File: src/rtl/fetch_queue.sv
// ---------------------------------------------------------------------------
// fetch_queue
//
// Instruction-fetch front end: a PC generator feeding a DEPTH-entry prefetch
// FIFO of {PC+4, instr} pairs. The PC drives instruction memory directly, the
// returned instruction is captured in the same cycle, and decode drains the
// queue through a valid/ready handshake. A redirect flushes the queue and
// reloads the PC in a single cycle.
//
// Parameters:
//   DATA_W    instruction width
//   ADDR_W    PC / address width
//   DEPTH     queue entries (power of two, >= 2)
//   RESET_PC  PC loaded on reset
//
// Ports:
//   clk_i          clock, all state updates on rising edge
//   rst_i          synchronous active-high reset
//   start_i        fetch enable (level)
//   fetch_pc_o     instruction memory address (the PC register)
//   imem_instr_i   instruction for fetch_pc_o, returned in the same cycle
//   redirect_i     branch/jump taken: flush queue, reload PC
//   redirect_pc_i  redirect target; low two bits forced to zero
//   pop_valid_o    head entry available to decode
//   pop_ready_i    decode accepts head (low = stall)
//   pop_instr_o    head instruction
//   pop_pc4_o      head PC+4
//   count_o        current occupancy
//   full_o         count_o == DEPTH
//   empty_o        count_o == 0
// ---------------------------------------------------------------------------
module fetch_queue #(
    parameter int unsigned       DATA_W   = 32,
    parameter int unsigned       ADDR_W   = 32,
    parameter int unsigned       DEPTH    = 4,
    parameter logic [ADDR_W-1:0] RESET_PC = '0
) (
    input  logic                       clk_i,
    input  logic                       rst_i,
    input  logic                       start_i,
    output logic [ADDR_W-1:0]          fetch_pc_o,
    input  logic [DATA_W-1:0]          imem_instr_i,
    input  logic                       redirect_i,
    input  logic [ADDR_W-1:0]          redirect_pc_i,
    output logic                       pop_valid_o,
    input  logic                       pop_ready_i,
    output logic [DATA_W-1:0]          pop_instr_o,
    output logic [ADDR_W-1:0]          pop_pc4_o,
    output logic [$clog2(DEPTH+1)-1:0] count_o,
    output logic                       full_o,
    output logic                       empty_o
);

    localparam int unsigned PTR_W = $clog2(DEPTH);
    localparam int unsigned CNT_W = $clog2(DEPTH + 1);

    // ---------------------------------------------------------------------
    // State
    // ---------------------------------------------------------------------
    logic [ADDR_W-1:0] pc_q, pc_d;
    logic [PTR_W-1:0]  rd_ptr_q, rd_ptr_d;
    logic [PTR_W-1:0]  wr_ptr_q, wr_ptr_d;
    logic [CNT_W-1:0]  count_q, count_d;

    // Storage has no reset; only pointers and count define validity.
    logic [DATA_W-1:0] instr_mem_q [DEPTH];
    logic [ADDR_W-1:0] pc4_mem_q   [DEPTH];

    // ---------------------------------------------------------------------
    // Handshake decode
    // ---------------------------------------------------------------------
    logic              is_full;
    logic              is_empty;
    logic              push;
    logic              pop;
    logic [ADDR_W-1:0] pc_plus4;

    assign is_full  = (count_q == CNT_W'(DEPTH));
    assign is_empty = (count_q == '0);
    assign pc_plus4 = pc_q + ADDR_W'(4);

    // Redirect masks the head combinationally so decode can never accept a
    // wrong-path instruction in the cycle the branch resolves.
    assign pop_valid_o = !is_empty && !redirect_i;
    assign pop         = pop_valid_o && pop_ready_i;

    // A full queue may still accept a fetch when the head leaves this cycle.
    assign push = start_i && !redirect_i && (!is_full || pop);

    // ---------------------------------------------------------------------
    // Next state
    // ---------------------------------------------------------------------
    always_comb begin
        pc_d     = pc_q;
        rd_ptr_d = rd_ptr_q;
        wr_ptr_d = wr_ptr_q;
        count_d  = count_q;

        if (redirect_i) begin
            pc_d     = {redirect_pc_i[ADDR_W-1:2], 2'b00};
            rd_ptr_d = '0;
            wr_ptr_d = '0;
            count_d  = '0;
        end else begin
            if (push) begin
                pc_d     = pc_plus4;
                wr_ptr_d = wr_ptr_q + PTR_W'(1);
            end
            if (pop) begin
                rd_ptr_d = rd_ptr_q + PTR_W'(1);
            end
            count_d = count_q + CNT_W'(push) - CNT_W'(pop);
        end
    end

    always_ff @(posedge clk_i) begin
        if (rst_i) begin
            pc_q     <= RESET_PC;
            rd_ptr_q <= '0;
            wr_ptr_q <= '0;
            count_q  <= '0;
        end else begin
            pc_q     <= pc_d;
            rd_ptr_q <= rd_ptr_d;
            wr_ptr_q <= wr_ptr_d;
            count_q  <= count_d;
        end
    end

    // Gated by reset so a reset cycle never disturbs the storage either.
    always_ff @(posedge clk_i) begin
        if (!rst_i && push) begin
            instr_mem_q[wr_ptr_q] <= imem_instr_i;
            pc4_mem_q[wr_ptr_q]   <= pc_plus4;
        end
    end

    // ---------------------------------------------------------------------
    // Outputs (register-derived except pop_valid_o)
    // ---------------------------------------------------------------------
    assign fetch_pc_o  = pc_q;
    assign pop_instr_o = instr_mem_q[rd_ptr_q];
    assign pop_pc4_o   = pc4_mem_q[rd_ptr_q];
    assign count_o     = count_q;
    assign full_o      = is_full;
    assign empty_o     = is_empty;

endmodule

File: config.mk
export PLATFORM = sky130hd
export DESIGN_NAME = fetch_queue
export DESIGN_NICKNAME = d
export VERILOG_FILES = /design/src/rtl/fetch_queue.sv
export SDC_FILE = /design/constraint.sdc
export NUM_CORES = 1
export LEC_CHECK = 0
export BUFFER_PORTS_ARGS = -buffer_cell sky130_fd_sc_hd__buf_2
export CAP_MARGIN = 30
export CORE_UTILIZATION = 45
export DETAILED_ROUTE_END_ITERATION = 7
export PLACE_DENSITY = 0.62
export SETUP_SLACK_MARGIN = 0.3
export SLEW_MARGIN = 20
export SYNTH_ARGS = -nofsm -noshare
export SYNTH_HDL_FRONTEND = slang
export SYNTH_SLANG_ARGS = --single-unit
File: constraint.sdc
create_clock -name clk_i -period 5.4 [get_ports clk_i]
set_clock_uncertainty 0.15 [all_clocks]
set_input_delay 1.08 -clock clk_i [delete_from_list [all_inputs] [get_ports clk_i]]
set_output_delay 1.08 -clock clk_i [all_outputs]
set_load 0.01 [all_outputs]
==> results.toml <==
[status]
status = "finished, final reports clean"

[finish]
fillCellCount = 2013
fin_nets = 919
area_growth_pct = 19.77
drive_gt1_frac = 0.3483
n_antenna_cell = 0

[setup_path]
r2r_setup_slack_ns = 2.07
endpoint_kind = "primary output"
crit_type = "flop to primary output"
worst_ep_arrival_time_ns = 2.55
path_max_fanout = 34
r2r_cells = 5
crit_required_ns = 4.17
start_kind = "flop"

[logic_synthesis]
synthesis.instances = 686
synth_seq_cells = 287
synthArstFlopShare = 0
synth_area_per_cell_sq_um = 17.06
synth-edff-count = 248
ys_seq_area_frac = 0.7030
ys_warn_count = 0
synth_cell_types = 55
syn_area_sq_um = 11700
synthFlopType = "edfxtp_1"

[sta]
setup_tns_ns = 0
slew_viol_final = 0
finalSetupViolCount = 0
tightest_slew_ns = 0.9956
period_share = 0.7006
finalHoldViolCount = 0
period_minus_slack_ns = 3.783
slew_headroom = 0.3302
fmax_mhz = 264.3
hold_ws_ns = 0.3577
grt_setup_unrepaired = "false"

[routing]
drtAntennaViolNets = 0
post-route-drc-count = 0
drt-initial-drc-count = 494
firstDrtPassIters = 5
wl_per_cell_um = 20.95
vias = 6689
viasPerCell = 5.588
wl_um = 25080

[cts]
worst_skew_pair.late_latency_ns = 0.54
root_buffer = "clkbuf_16"
clock_path_buffers = 3
cts_tree = "yes"
hold_buffers = 0
cts_buffers = 30
clk_pin_slew_worst_paths_ns = 0.06
cts_setup_buffers = 0
htreeDepth = 1
cts_resized = 0
clock_sinks = 287

[power]
p_per_area_nw_per_um2 = 354.2
p_leak_nw = 4.830
peakVddDrop_uv = 214.8

[min_path]
hold-path-cell-count = 2
holdCritPathClass = "flop to flop"

[grt]
grt_max_degree = 63
grt_pass1_vias = 6840
overflow = 0
antenna_found_initial = 0
grt_pass1_wl_um = 38270
grt_usage = 0.1893

[floorplan]
initial_core_util = 0.4621
ios = 171
chipWidth_um = 163.3
rows = 58
fp.coreArea_sq_um = 25330
die_area_sq_um = 26660
die_h_um = 163.3

[place]
gp_congestion = 0.8483
dp_hpwl_um = 15500
io_buffers = 164

[flow_run]
max_cap_viol_count = 0
worst paths after layout:
kind,from,to
worst max-delay path,flop,pop_pc4_o[30]
worst min-delay path,wr_ptr_q[1],wr_ptr_q[1]
worst min register to register,wr_ptr_q[1],wr_ptr_q[1]
worst max register to register,fetch_pc_o[2],pc4_mem_q[2][30]
where the power goes:
part	internal [mW]	switching, mW	total (mW)
Combinational	0.0914	0.136	0.227
Sequential	2.45	0.0405	2.49
Clock	1.44	0.809	2.25
cell usage in the layout, fill, tap and decap left out, types with 6 or more instances in the layout:
cell / n
dfxtp_1: 37
edfxtp_1: 248
nand4_1: 12
nor2_1: 37
xnor2_1: 21
o21ai_0: 7
a311oi_1: 15
inv_1: 11
buf_2: 164
clkbuf_8: 13
nand2_1: 23
clkinv_2: 6
or4_1: 10
and4_1: 6
nor3_1: 15
nand3_1: 13
o211ai_1: 8
mux4_2: 62
and3_1: 9
or3_1: 7
clkbuf_16: 32
xor2_1: 15
o31ai_1: 11
ha_1: 6
per-layer routing:
metal / vias up / global-route usage / routed length (um)
met5: - / 0 / 0
met4: 0 / 0.04885 / 434
met3: 31 / 0.03733 / 1694
met2: 237 / 0.2978 / 11800
met1: 3347 / 0.2703 / 11150
li1: 3074 / - / -
flip-flops by register name (all words and copies together) (netlist names), named ones only:
register     cells
wr_ptr_q         2
fetch_pc_o      30
rd_ptr_q         2
instr_mem_q    128
count_o          3
pc4_mem_q      120
cell families (layout without fill, tap and decap cells):
family / Yosys count / count (layout) / synth area share
fa+ha+maj: 7 / 7 / 0.008125
mux: 62 / 62 / 0.1193
simple gates: 157 / 157 / 0.07184
compound gates: 74 / 74 / 0.04854
flops: 287 / 287 / 0.7030
buf+inv: 62 / 240 / 0.02192
other cells: 1 / 4 / 0.0003204
xor+xnor: 36 / 36 / 0.02694
cell usage after synthesis (3+ instances only):
cell type,count,area (sq um)
a2111oi_0,3,26.28
a211oi_1,4,30.03
a21oi_1,4,20.02
a311oi_1,15,131.4
a31oi_1,3,18.77
and2_1,7,43.79
and3_1,9,56.30
and4_1,6,52.55
buf_1,9,33.78
buf_2,3,15.01
buf_4,5,37.54
clkbuf_1,32,120.1
dfxtp_1,39,780.8
edfxtp_1,248,7447
ha_1,6,75.07
inv_1,11,41.29
mux4_2,62,1396
nand2_1,23,86.33
nand2b_1,3,18.77
nand3_1,13,65.06
nand4_1,12,75.07
nor2_1,37,138.9
nor2b_1,4,25.02
nor3_1,15,75.07
nor4_1,4,25.02
o211ai_1,8,60.06
o21ai_0,7,35.03
o31ai_1,11,82.58
or3_1,7,43.79
or4_1,10,75.07
xnor2_1,21,183.9
xor2_1,15,131.4
critical path: stages, from the launching register on:
cell and delay (ns):
dfxtp_4 0.81, buf_4 0.45, mux4_2 0.56, buf_2 0.17
stage by stage:
stage / util / power, mW / setup slack [ns] / instances / instance area [sq um]
final: 0.5535 / 4.966 / 1.617 / 1197 / 14020
after global routing: 0.5535 / 5.129 / 1.387 / 1197 / 14020
after CTS: 0.5497 / 5.014 / 1.515 / 1193 / 13920
after detailed placement: 0.5049 / 2.765 / 1.981 / 1137 / 12790
after global placement: 0.5049 / 2.753 / 1.989 / 1137 / 12790
after floorplan: - / 2.655 / 1.151 / 689 / 11720
area by class of cell:
cell class	instances	area, sq um	share of cell area
Inverter	12	45.04	0.003213
Timing Repair Buffer	172	945.9	0.06748
Clock inverter	10	150.1	0.01071
Multi-Input combinational cell	340	3244	0.2315
Tap cell	330	412.9	0.02946
Clock buffer	46	983.4	0.07016
Sequential cell	287	8235	0.5875
Power figures use the tool's default switching activity.
